### src/rtl/inc_dec_counter_pkg.sv
// inc_dec_counter_pkg: request code shared by up/down counters ({inc,dec} -> HOLD/DOWN/UP)
package inc_dec_counter_pkg;
  typedef enum logic [1:0] {
    REQ_HOLD = 2'b00,
    REQ_DOWN = 2'b01,
    REQ_UP   = 2'b10,
    REQ_BOTH = 2'b11
  } req_e;
  function automatic req_e req_decode(input logic inc, input logic dec);
    return req_e'({inc, dec});
  endfunction
endpackage

### src/rtl/inc_dec_counter.sv
// inc_dec_counter: WIDTH-bit wrapping up/down counter; clk, rst (sync high), inc, dec in; cnt registered out
module inc_dec_counter
  import inc_dec_counter_pkg::*;
#(
  parameter int WIDTH = 4
) (
  input  logic             clk,
  input  logic             rst,
  input  logic             inc,
  input  logic             dec,
  output logic [WIDTH-1:0] cnt
);
  logic [WIDTH-1:0] cnt_q = '0;
  logic [WIDTH-1:0] cnt_d;
  req_e             req;
  always_comb begin
    req   = req_decode(inc, dec);
    cnt_d = req == REQ_UP   ? cnt_q + WIDTH'(1) :
            req == REQ_DOWN ? cnt_q - WIDTH'(1) : cnt_q;
  end
  always_ff @(posedge clk) begin
    if (rst) cnt_q <= '0;
    else     cnt_q <= cnt_d;
  end
  assign cnt = cnt_q;
`ifndef SYNTHESIS
  a_known: assert property (@(posedge clk) !$isunknown(cnt_q));
  a_both_hold: assert property (@(posedge clk) (inc && dec && !rst) |=> $stable(cnt_q));
`endif
endmodule

### config.mk
export PLATFORM = sky130hd
export DESIGN_NAME = inc_dec_counter
export DESIGN_NICKNAME = d
export VERILOG_FILES = /design/src/rtl/inc_dec_counter_pkg.sv /design/src/rtl/inc_dec_counter.sv
export SDC_FILE = /design/constraint.sdc
export NUM_CORES = 1
export LEC_CHECK = 0
export BUFFER_PORTS_ARGS = -buffer_cell sky130_fd_sc_hd__buf_2
export CORE_AREA = 2 2 39 41
export DETAILED_ROUTE_END_ITERATION = 16
export DIE_AREA = 0 0 41 43
export GPL_ROUTABILITY_DRIVEN = 1
export PLACE_DENSITY_LB_ADDON = 0.12
export SLEW_MARGIN = 20
export SYNTH_ARGS = -nofsm -noshare
export SYNTH_HDL_FRONTEND = slang
export SYNTH_SLANG_ARGS = --single-unit
### constraint.sdc
create_clock -name clk -period 2.5 [get_ports clk]
set_clock_uncertainty 0.2 [all_clocks]
set_input_delay 0.75 -clock clk [delete_from_list [all_inputs] [get_ports clk]]
set_output_delay 0.75 -clock clk [all_outputs]
set_load 0.05 [all_outputs]
## Word-level counts from Yosys, hierarchy flattened

Cells that the tools add are included.

| word-level totals | value |
|---|---|
| flip-flop bits (word level) | 4 |
| logic and storage cells | 8 |

| cells by class | value |
|---|---|
| equal/unequal tests | 2 |
| add/subtract/negate cells | 2 |
| multiplexer cells | 2 |
| reduce and logical (&&, ||, !) cells | 1 |

Operator list:

| kind | count |
|---|---|
| 4-bit 2-to-1 mux | 2 |
| 4-bit by 1-bit adder with 4-bit output, second input constant | 1 |
| 4-bit by 1-bit subtractor with 4-bit output, second input constant | 1 |
| 2-bit by 1-bit equality test with 1-bit output, second input constant | 1 |
| 2-bit equality test, second input constant | 1 |
| 2-bit nonzero test | 1 |

## Logic depth before layout (Yosys ltp)

| depth | value |
|---|---|
| word-level depth | 3 |
| gate-level depth with buffers | 8 |
| mapped depth without buffers | 8 |

## Worst setup path before layout

Ideal clock, no wire load.

| path | value |
|---|---|
| path type | input -> register |
| start point | input dec |
| end point | register cnt_q[3], in the netlist cnt[3] |
| stages on the path | 8 |
| setup time | 0.123 ns |
| setup slack | 0.119 ns |
| data arrival time | 2.058 ns |
| required time | 2.177 ns |
| cells stage by stage | inv_1 -> ha_1 -> inv_1 -> ha_1 -> a21oi_1 -> a211oi_1 -> a31oi_1 -> mux2_1 |

| on the way | value |
|---|---|
| cells in the longest elaborated chain, start to end | 2 |
| elaborated cells between the ends (all ways) | 4 |
| those cells by class | 2 x eq/ne; 1 x mux; 1 x reduce/logical |

RTL lines:

| item | RTL line | text |
|---|---|---|
| start: declaration | inc_dec_counter.sv:10 | `input logic dec,` |
| 2-bit equality test / 2-bit by 1-bit equality test with 1-bit output (equally long branches) | inc_dec_counter.sv:18, inc_dec_counter.sv:19 |  |
| 4-bit 2-to-1 mux / 2-bit nonzero test (equally long branches) | -- |  |
| end signal: assignment | inc_dec_counter.sv:23 | `else cnt_q <= cnt_d;` |
| end: declaration | inc_dec_counter.sv:13 | `logic [WIDTH-1:0] cnt_q = '0;` |

Parallel ways exist; a longest one is shown, timed or not.
A chain may end at the register's enable or synchronous reset.

## Final worst setup path

Same ends and word-level chain as after synthesis.

==> reports/metrics.yaml <==
max-cap-violations: 0
grt_usage_pct: 7.24
worst_pin_slew_ns: 0.249
grt_max_degree: 7
synth_area_um2: 245
io_buffers: 7
layout_common_cells: "7 x buf_2, 6 x nor2_1, 4 x dfxtp_1"
cts_buffer_depth: 2
synth.distinct_cells: 15
synthAdderAreaFrac_pct: 23.5
die_x_um: 41
numCtsBuffers: 3
fillers: 162
rsz0062_at_grt: "false"
r2r_end: "cnt[3]"
grt_pass1_vias: 212
hold_class: "flip-flop to flip-flop"
syn_avg_cell_area_um2: 9.08
gp_congestion: 0.596
synth-simple-area-share_pct: 13.8
synth_xor_area_share_pct: 7.14
clock_latency_ns: 0.23
syn_inst: 27
ff2ff_path_depth: 5
ant_nets: 0
largest_reg_flops: 4
clock-sinks: 4
final_cell_count_no_fill: 55
die_h_um: 43
synth_compound_area_share_pct: 9.69
max-vdd-ir-drop_mv: 0.200
synth-seq-cells: 4
maxSlewHeadroom_pct: 83.5
leakagePower_nw: 0.169
layout_worst_path_cycle_share_pct: 91.0
cts_tree: "yes"
die-area_um2: 1760
start_kind: "input pin"
io_pins: 8
cp-end-kind: "flip-flop"
dp_cells: 52
drcViolationCount: 0
area_growth_syn_to_layout_pct: 39.3
endpoint: "cnt[3]"
r2r_setup_slack_ns: 0.75
postCtsSetupBuffers: 0
synth_top_family_by_area: "adder cells"
coreArea_um2: 1380
criticalPathCategory: "input pin to flip-flop"
crit_required_ns: 2.41
r2r-start: "cnt[2]"
clockRootBuffer: "clkbuf_4"
diodes: 0
status: "finished clean"
power.density_nw_per_um2: 870
grt_pass1_wl_um: 786
slew_viol_final: 0
hold_violations: 0
cpPeakStageDelay_ns: 0.32
path_cells: "buf_2, inv_1, ha_1, inv_1, buf_4, ha_1, nand3_1, a211oi_1, a31oi_1, mux2_1"
drt-total-wl_um: 447
syn_nets: 35
hold_buffers: 0
worst_path_max_delay_cell: "mux2_1"
fin_crit_ns: 2.27
layout_commonest_cell: "buf_2"
final_util_pct: 24.7
rows: 14
drtIter0Drc: 0
cts_resized: 0
yosys_warnings: 0
grt_overflow: 0
via_count: 221
via_per_inst: 4.02
power_mw: 0.297
antenna_found_initial: 0
start_util_pct: 17.7
cts.htree.levels: 1
first_pass_iters: 1
crit_arrival_ns: 2.18
worstPathMaxFanout: 3
cts.clk_slew.worst_paths_ns: 0.03
synthMuxAreaShare_pct: 8.67
place_hpwl_um: 401
ys_seq_area_share_pct: 32.7
finalNetCount: 49
wl_per_cell_um: 8.13
crit_start: "dec"
setup_violations: 0
drive_above_1_share_pct: 33.3
fmax_mhz: 440
## routing by layer
layer / share of wire [%] / GRT usage [%] / vias up
li1: - / - / 114
met2: 48 / 8.75 / 4
met1: 47 / 8.41 / 103
met3: 4.9 / 1.57 / 0
met5: 0 / 0 / -
met4: 0 / 10.0 / 0
## how the worst min path moves through the flow
stage,startpoint,endpoint,depth (start not counted)
final,cnt[2],cnt[2],2
after global routing,cnt[2],cnt[2],2
after CTS,cnt[2],cnt[2],2
after detailed placement,cnt[2],cnt[2],2
after global placement,cnt[3],cnt[3],2
after floorplan,cnt[3],cnt[3],2
## power by group
| group | switching (mW) | internal (mW) | total [mW] |
|---|---|---|---|
| logic | 0.0823 | 0.0487 | 0.131 |
| clock network | 0.0220 | 0.0534 | 0.0753 |
| registers | 0.0131 | 0.0776 | 0.0907 |
| total | 0.117 | 0.180 | 0.297 |
## metrics by stage
stage	TNS (ns)	hold slack [ns]	setup WS, ns	cell area (um^2)
2_1_floorplan	0	0.542	0.119	245
5_1_grt	0	0.384	0.0944	342
3_3_place_gp	-0.0385	0.325	-0.0385	319
3_5_place_dp	-0.0235	0.349	-0.0235	319
4_1_cts	0	0.357	0.221	342
6_report	0	0.336	0.226	342
## kinds of logic after synthesis
family                   count (synthesis)
AO/OA/AOI/OAI                            4
XOR/XNOR                                 2
adder cells (fa/ha/maj)                  4
buffers and inverters                    3
flip-flops                               4
multiplexers                             2
AND/OR/NAND/NOR                          8
## cell type report
cell class / count / area, um^2 / share of cell area [%]
Tap cell: 16 / 20.0 / 5.86
Sequential cell: 4 / 80.1 / 23.4
Multi-Input combinational cell: 20 / 154 / 45.1
Timing Repair Buffer: 10 / 57.6 / 16.8
Clock buffer: 3 / 22.5 / 6.59
Inverter: 2 / 7.51 / 2.20
## critical path, delay by kind of cell
kind / cells / cell delay [ns]
simple gates: 1 / 0.09
buf+inv: 4 / 0.33
mux: 1 / 0.32
compound gates: 2 / 0.28
fa+ha+maj: 2 / 0.42
## cells in the mapped netlist
cell type  instances  area share, %
a211oi_1           1            3.1
a21oi_1            2            4.1
a31oi_1            1            2.6
clkbuf_1           1            1.5
dfxtp_1            4             33
fa_1               1            8.2
ha_1               3             15
inv_1              2            3.1
mux2_1             1            4.6
mux2i_1            1            4.1
nand3_1            1            2.0
nor2_1             6            9.2
nor2b_1            1            2.6
xnor2_1            1            3.6
xor2_1             1            3.6
No activity file was read; power rests on OpenSTA's default activity.
